## src/rtl/tri_projector.sv

```systemverilog
// Camera-to-screen triangle projector: near-plane cull, shared 64/32 restoring divider, viewport offset.
// Optional back-face culling stage is built when TRI_PROJECTOR_BACKFACE_CULL_EN is defined.
module tri_projector #(
  parameter int                 WIDTH  = 360,
  parameter int                 HEIGHT = 360,
  parameter int                 FOCAL  = 256,
  parameter logic signed [31:0] NEAR   = 32'sh0000_8000
) (
  input  logic                   clk_in,
  input  logic                   rst_in,
  input  logic [2:0][2:0][31:0]  tri_in,
  input  logic                   in_valid,
  input  logic                   in_last,
  output logic                   in_ready,
  output logic [3:0][2:0][31:0]  triangle_out,
  output logic                   valid_tri,
  input  logic                   out_ready,
  output logic                   obj_done,
  output logic                   busy,
  output logic [15:0]            cull_count
);

  typedef enum logic [2:0] {
    IDLE,
    LOAD,
    DIV,
    ASSEMBLE,
`ifdef TRI_PROJECTOR_BACKFACE_CULL_EN
    CULL,
`endif
    OUT,
    DONE
  } state_t;

  localparam logic [31:0] X_CENTRE = 32'(WIDTH / 2) << 16;
  localparam logic [31:0] Y_CENTRE = 32'(HEIGHT / 2) << 16;
  localparam logic [63:0] Q_MAX    = 64'h0000_0000_3FFF_FFFF;

  state_t              state, state_nx;
  logic [2:0][2:0][31:0] tri_q;
  logic                last_q;
  logic [2:0]          job;
  logic [5:0]          iter;
  logic                setup;
  logic [63:0]         quo;
  logic [31:0]         rem;
  logic [2:0][31:0]    sx, sy;

  logic [31:0] coord, zdiv, abs_coord, q_sat, q_sgn, sx_new, sy_new;
  logic [63:0] dividend, quo_nx;
  logic [32:0] rem_sh;
  logic [31:0] rem_nx;
  logic        ge, last_step, near_hit, cull_hit;
  logic [15:0] cull_inc;

  // Job j selects vertex j/2, axis j%2 (x then y).
  assign coord     = tri_q[job[2:1]][job[0]];
  assign zdiv      = tri_q[job[2:1]][2];
  assign abs_coord = coord[31] ? (32'd0 - coord) : coord;
  assign dividend  = (64'(abs_coord) * 64'(FOCAL)) << 16;

  assign rem_sh = {rem, quo[63]};
  assign ge     = rem_sh >= {1'b0, zdiv};
  assign rem_nx = ge ? 32'(rem_sh - {1'b0, zdiv}) : rem_sh[31:0];
  assign quo_nx = {quo[62:0], ge};

  assign q_sat  = (quo_nx > Q_MAX) ? Q_MAX[31:0] : quo_nx[31:0];
  assign q_sgn  = coord[31] ? (32'd0 - q_sat) : q_sat;
  assign sx_new = X_CENTRE + q_sgn;
  assign sy_new = Y_CENTRE - q_sgn;

  assign last_step = !setup && (iter == 6'd63);
  assign near_hit  = ($signed(tri_q[0][2]) <= NEAR) ||
                     ($signed(tri_q[1][2]) <= NEAR) ||
                     ($signed(tri_q[2][2]) <= NEAR);
  assign cull_inc  = (cull_count == 16'hFFFF) ? cull_count : cull_count + 16'd1;

`ifdef TRI_PROJECTOR_BACKFACE_CULL_EN
  // Signed area on integer pixel parts; non-positive means back-facing or degenerate.
  logic signed [16:0] dx1, dy2, dx2, dy1;
  logic signed [33:0] prod_a, prod_b;
  logic signed [34:0] area;
  logic               area_pos;

  assign dx1      = {sx[1][31], sx[1][31:16]} - {sx[0][31], sx[0][31:16]};
  assign dy2      = {sy[2][31], sy[2][31:16]} - {sy[0][31], sy[0][31:16]};
  assign dx2      = {sx[2][31], sx[2][31:16]} - {sx[0][31], sx[0][31:16]};
  assign dy1      = {sy[1][31], sy[1][31:16]} - {sy[0][31], sy[0][31:16]};
  assign prod_a   = dx1 * dy2;
  assign prod_b   = dx2 * dy1;
  assign area     = {prod_a[33], prod_a} - {prod_b[33], prod_b};
  assign area_pos = !area[34] && (area != 35'sd0);
  assign cull_hit = ((state == LOAD) && near_hit) || ((state == CULL) && !area_pos);
`else
  assign cull_hit = (state == LOAD) && near_hit;
`endif

  always_ff @(posedge clk_in or posedge rst_in) begin
    if (rst_in) state <= IDLE;
    else        state <= state_nx;
  end

  always_comb begin
    state_nx  = state;
    in_ready  = 1'b0;
    valid_tri = 1'b0;
    obj_done  = 1'b0;
    busy      = 1'b1;
    case (state)
      IDLE: begin
        in_ready = 1'b1;
        busy     = 1'b0;
        if (in_valid) state_nx = LOAD;
      end
      LOAD:     state_nx = near_hit ? DONE : DIV;
      DIV:      if (last_step && (job == 3'd5)) state_nx = ASSEMBLE;
`ifdef TRI_PROJECTOR_BACKFACE_CULL_EN
      ASSEMBLE: state_nx = CULL;
      CULL:     state_nx = area_pos ? OUT : DONE;
`else
      ASSEMBLE: state_nx = OUT;
`endif
      OUT: begin
        valid_tri = 1'b1;
        if (out_ready) state_nx = DONE;
      end
      DONE: begin
        obj_done = last_q;
        state_nx = IDLE;
      end
      default: state_nx = IDLE;
    endcase
  end

  always_ff @(posedge clk_in or posedge rst_in) begin
    if (rst_in) begin
      tri_q        <= '0;
      last_q       <= 1'b0;
      job          <= '0;
      iter         <= '0;
      setup        <= 1'b0;
      quo          <= '0;
      rem          <= '0;
      sx           <= '0;
      sy           <= '0;
      triangle_out <= '0;
      cull_count   <= '0;
    end else begin
      if (cull_hit) cull_count <= cull_inc;
      case (state)
        IDLE: begin
          if (in_valid) begin
            tri_q  <= tri_in;
            last_q <= in_last;
          end
        end
        LOAD: begin
          job   <= '0;
          setup <= 1'b1;
        end
        DIV: begin
          if (setup) begin
            quo   <= dividend;
            rem   <= '0;
            iter  <= '0;
            setup <= 1'b0;
          end else begin
            quo  <= quo_nx;
            rem  <= rem_nx;
            iter <= iter + 6'd1;
            if (last_step) begin
              if (job[0]) sy[job[2:1]] <= sy_new;
              else        sx[job[2:1]] <= sx_new;
              job   <= job + 3'd1;
              setup <= 1'b1;
            end
          end
        end
        ASSEMBLE: begin
          triangle_out[3] <= '0;
          for (int v = 0; v < 3; v++) begin
            triangle_out[2][v] <= sx[v];
            triangle_out[1][v] <= sy[v];
            triangle_out[0][v] <= tri_q[v][2];
          end
        end
        default: ;
      endcase
    end
  end

endmodule

```

## config.mk

```make
export PLATFORM = sky130hd
export DESIGN_NAME = tri_projector
export DESIGN_NICKNAME = d
export VERILOG_FILES = /design/src/rtl/tri_projector.sv
export SDC_FILE = /design/constraint.sdc
export NUM_CORES = 2
export LEC_CHECK = 0
export BUFFER_PORTS_ARGS = -buffer_cell sky130_fd_sc_hd__buf_2
export CAP_MARGIN = 10
export CELL_PAD_IN_SITES_DETAIL_PLACEMENT = 2
export CELL_PAD_IN_SITES_GLOBAL_PLACEMENT = 2
export CORE_MARGIN = 2
export CORE_UTILIZATION = 37
export CTS_CLUSTER_DIAMETER = 50
export DETAILED_ROUTE_END_ITERATION = 7
export PLACE_DENSITY_LB_ADDON = 0.1
export SLEW_MARGIN = 30
export SYNTH_ARGS = -nofsm -noshare
export SYNTH_HDL_FRONTEND = slang
export SYNTH_SLANG_ARGS = --single-unit
```

## constraint.sdc

```tcl
create_clock -name clk_in -period 41.9 [get_ports clk_in]
set_input_delay 12.57 -clock clk_in [delete_from_list [all_inputs] [get_ports clk_in]]
set_output_delay 12.57 -clock clk_in [all_outputs]
set_load 0.005 [all_outputs]
```

### Word-level counts from Yosys, hierarchy flattened

Index checks and enable logic that the tools add are counted.

* bitwise operators: 3
* div/mod/pow operators: 0
* shift-type cells: 0
* reduce and logical (&&, ||, !) cells: 15
* multiply operators: 0
* magnitude comparators: 8
* eq/ne operators: 13
* add/sub/neg operators: 8
* muxes and demuxes: 30

Operators by type and width (number)
* two-way mux 32 bit: 8
* binary-select mux 96 bit (select 2 bit): 1
* bitwise mux 96 bit: 2
* <= comparator 32 x 17 -> 1 bit, second input constant: 3
* two-way mux 96 bit: 1
* demux 32 bit (select 2 bit): 1
* > comparator 64 x 30 -> 1 bit, second input constant: 1
* two-way mux 64 bit: 1
* subtractor 1 x 32 -> 32 bit, first input constant: 2
* greater-or-equal comparator 33 x 32 -> 1 bit: 1
* adder 24 x 32 -> 32 bit, first input constant: 1
* subtractor 24 x 32 -> 32 bit, first input constant: 1
* subtractor 32 bit: 1
* two-way mux 3 bit: 6
* adder 16 x 1 -> 16 bit, second input constant: 1
* equality test 16 bit, second input constant: 1
* case mux 3 bit (5 select lines): 1
* inequality test 2 bit, second input constant: 5
* equality test 3 bit, second input constant: 3
* AND reduction 4 bit: 2
* adder 6 x 1 -> 6 bit, second input constant: 1
* equality test 3 x 2 -> 1 bit, second input constant: 2
* equality test 6 bit, second input constant: 1
* two-way mux 1 bit: 6
* other kinds (16): 24

* word-level logic and storage cells: 109
* bits in read-only memories: 0
* flip-flop bits (word level): 894
* memories: 0
* latch bits: 0
* input bits: 293
* output and inout port bits: 404
* bits in writable memories: 0

### Longest topological paths before layout

* depth after elaboration: 9
* gate-level depth with buffers: 36
* depth with buffers taken out: 22

### Least setup slack after synthesis

OpenSTA, ideal clock, no wires.

* kind: input to register
* from: input in_valid
* to: register tri_q[256] (netlist name)
* required time: 41.775 ns
* path buffers: 3
* slack: 27.777 ns
* arrival time: 13.998 ns
* stages: 5
* setup time: 0.125 ns
* cells stage by stage: and2_1 -> clkbuf_1 -> buf_1 -> buf_1 -> mux2_2

* longest elaborated chain between the ends: 1

Ends and longest elaborated chain
* start, declared: RTL line 12 `input logic in_valid,`
* AND reduction 2 bit (no line)
* end signal, assigned: RTL line 153 `tri_q <= tri_in;`
* end, declared: RTL line 40 `logic [2:0][2:0][31:0] tri_q;`

Every way passes these cells.
A chain may end at the register's enable or synchronous reset.

==> summary.txt <==
Global routing
  – Largest net degree at the start of global routing: 119
  – GRT Total Usage: 0.2386
  – First-pass GRT wire length: 212,900 µm
  – Initial antenna violation count: 35
  – Vias in the first global route: about 33,000
  – Grt total ovfl: 0

Yosys
  – Synth cell types: 86
  – Post-Synth XOR/XNOR Area: 0.02093
  – Cell area after synthesis: 41,850 µm²
  – Async SR Flop Fraction: 1.000
  – Post-Synth Simple-Gate Area: 0.09334
  – Cell taking the most area after synthesis: dfrtp_1
  – Compound-Gate Fraction of Synth Area: 0.1007
  – Synth Flop Type: dfrtp_1
  – Syn Area/Cell: between 10 and 15 µm²
  – Post-synthesis adder-cell area fraction: 0.01214
  – Synth top area share: 0.5346
  – Most area-consuming cells after synthesis: dfrtp_1 53%, mux2_2 17%, nand2_1 4.2%
  – Gate count of the mapped netlist: 3,636
  – Proportion of synthesized area in mux cells: 0.1973
  – Post-synth EDFFs: 0
  – #FFs+latches synth: 894
  – Largest family of logic cells by synthesized area: multiplexers
  – Register area share after synthesis: 0.5346
  – Yosys warnings: 0

Critical path
  – CP Class: primary input to async pin
  – Worst EP required: 42.64 ns
  – Reg-to-Reg End: sx[28]$_DFFE_PP0P_
  – Crit path max fanout: 118
  – Crit. End Element: async pin
  – Reg-to-reg startpoint: job[2]$_DFFE_PP0P_
  – R2R setup slack: 32.41 ns
  – CP Launch Type: primary input
  – Worst Reg-to-Reg Cells: 25
  – Worst EP arrival: 15.35 ns

Pwr
  – Sw Share: 0.3485
  – LEAKAGE: around 24 nW
  – Comb power frac: 0.303
  – Peak supply drop: roughly 0.000035 V
  – Total power: 3.316 mW
  – Clk pwr share: 0.323
  – Internal power: 2.160 mW
  – Power density over the cells: 65.89 nW/µm²
  – Net Sw Power: 1.156 mW
  – Sequential power share: 0.374

STA
  – RSZ-0062 raised after global routing: no
  – Slew margin rel.: 0.3492
  – Minimum clock period: 14.61 ns
  – Crit share post-route: 0.3487
  – Pin slew with the least headroom to its limit: just under 1 ns
  – Final setup fails: 0
  – Setup Skew: 0.03339 ns
  – Fin. max-slew vios: 0
  – F_max: 0.06845 GHz
  – Fin. Hold Viols: 0
  – Setup TNS: 0 ns

Min path
  – Hold endpoint: sy[1]$_DFFE_PP0P_
  – Hold path depth: 2
  – Hold path start: sy[1]$_DFFE_PP0P_
  – Hold WC Path Type: flop to flop

Clocking
  – Clk slew on worst S/H paths: ~0.06 ns
  – CTS tree: built
  – # resized after CTS: 0
  – Clock Sink Count: around 890
  – Clock Path Buffers: 3
  – CTS Hold Bufs: 0
  – H-tree levels: 3
  – Clk Tree Root Cell: clkbuf_16
  – Clock buffer count from CTS: 119
  – Setup Buffers After CTS: 0
  – Clk_lat worst skew: 0.72 ns

Layout
  – Ratio of cells with drive above 1 in the final layout: 0.3607
  – Post-route insts no fill: between 5,000 and 6,000
  – Synthesis-to-finish area growth: 20.25%
  – Nets: between 4,000 and 5,000

Drt
  – DRT iter0 DRCs: between 1,000 and 1,500
  – Vias: between 30,000 and 40,000
  – TritonRoute pass-1 iters: 5
  – DRC Markers: 0
  – Via/cell ratio: approximately 5.3
  – Routed WL per cell: 24.10 µm
  – Final WL: 139,900 µm
  – Detail Route Antenna Nets: 0

Floorplanning
  – Starting Density: 0.3725
  – Core Footprint: 112,300 µm²
  – Die footprint: around 120,000 µm²
  – I/O pin count: 697
  – Row count: 123
  – Die width: 340.3 µm
  – DIE HEIGHT: between 300 and 400 µm

Run
  – Max_cap viols: 0

Placed design
  – HPWL Detailed: 99,020 µm
  – Number of I/O port buffers: 600
  – GPL Wtd Cong: 0.7899
  – Placed Cells: ~5,600

Outcome
  – Status: finished, final reports clean
## synthesized netlist by cell type (all sizes together), types with 24 or more instances
master  count
o22ai      24
o21ai     324
mux2      620
nor2      116
clkbuf    171
o22a       39
nand2     466
nand2b     27
mux2i     114
nand3      37
a21oi      74
nor4       37
dfrtp     894
xnor2      67
xor2       33
nor3       51
ha         39
buf       148
inv        26
nand4      27
## cell type report
cell class | count | area [µm²]
sequential | 894 | 22380
clock inverter | 68 | 864.6
antenna | 10 | 25.02
inverter | 26 | 110.1
fill | 11552 | 62020
multi-input combinational | 2492 | 18180
timing repair buffer | 658 | 3502
tap | 1500 | 1877
clock buffer | 156 | 3379
## flip-flops by register name, summed over array words and instances (netlist names)
register / cells
job: 3
last_q: 1
cull_count: 16
quo: 64
triangle_out: 288
sy: 96
tri_q: 288
sx: 96
state: 3
setup: 1
iter: 6
rem: 32
## how the worst max path moves through the flow
stage            from                        end
6_report       rst_in         sy[94]$_DFFE_PP0P_
2_1_floorplan  rst_in  cull_count[0]$_DFFE_PP0P_
3_5_place_dp   rst_in         sy[83]$_DFFE_PP0P_
4_1_cts        rst_in         sy[16]$_DFFE_PP0P_
5_1_grt        rst_in         sy[47]$_DFFE_PP0P_
3_3_place_gp   rst_in         sy[81]$_DFFE_PP0P_
## metrics by stage
step / cell area, µm² / worst slack, ns / hold slack (ns) / utilization
2_1_floorplan: 42210 / 4.199 / 0.4418 / -
3_3_place_gp: 45950 / 25.68 / 0.4588 / 0.4090
3_5_place_dp: 46020 / 25.99 / 0.4640 / 0.4097
4_1_cts: 50270 / 26.77 / 0.4783 / 0.4474
5_1_grt: 50320 / 26.85 / 0.4980 / 0.4479
6_report: 50330 / 27.29 / 0.4748 / 0.4480
## metal layers
metal | track usage | share of wire | vias to the layer above
met4 | 0.07700 | 0.030 | 40
met3 | 0.04195 | 0.042 | 245
met1 | 0.3077 | 0.43 | 15931
met2 | 0.4062 | 0.50 | 623
met5 | 0 | 0.0018 | -
li1 | - | - | 13912
## power by group through the flow
stage                     clock network (mW)  registers [mW]  logic, mW
after global routing                    1.13            1.27       1.09
after CTS                               1.10            1.24       1.02
final                                   1.07            1.24       1.00
after floorplan                            0            1.20      0.661
after detailed placement                   0            1.25       1.01
after global placement                     0            1.24      0.978
## cell usage in the layout (no fill, tap or decap), types with 12 or more instances in the layout
| cell type | instances |
|---|---|
| clkbuf_1 | 13 |
| bufinv_16 | 13 |
| inv_1 | 24 |
| a21oi_1 | 72 |
| clkbuf_8 | 22 |
| xnor2_1 | 67 |
| conb_1 | 96 |
| nand2_1 | 464 |
| mux2i_1 | 114 |
| clkinv_2 | 12 |
| nor4_1 | 36 |
| dfrtp_1 | 890 |
| inv_6 | 13 |
| a31oi_1 | 12 |
| clkinvlp_4 | 12 |
| o22a_1 | 39 |
| buf_2 | 600 |
| nor2_1 | 113 |
| nand3_1 | 32 |
| nand4_1 | 26 |
| and3_1 | 16 |
| xor2_1 | 33 |
| a21o_1 | 22 |
| o31ai_1 | 16 |
| o22ai_1 | 24 |
| clkbuf_16 | 121 |
| o21ai_0 | 308 |
| buf_4 | 50 |
| and2_1 | 12 |
| ha_1 | 39 |
| o21ai_1 | 15 |
| mux2_2 | 618 |
| o221ai_1 | 21 |
| nor3_1 | 47 |
| or3_1 | 14 |
| a22o_1 | 16 |
| nand2b_1 | 27 |
## cell families (layout without fill, tap and decap cells)
kind of cell	after synthesis	count (layout)
muxes	740	740
other	1	106
buffers and inverters	345	908
adders and majority gates	40	40
AOI/OAI and AO/OA	661	661
xor gates and xnor gates	100	100
and+or+nand+nor	855	855
DFF	894	894
## critical path, cell delays in order
cell	delay (ns)
buf_2	0.13
clkinv_8	0.42
buf_6	0.65
buf_6	0.62
buf_4	0.73
No activity file was read; power rests on OpenSTA's default activity.
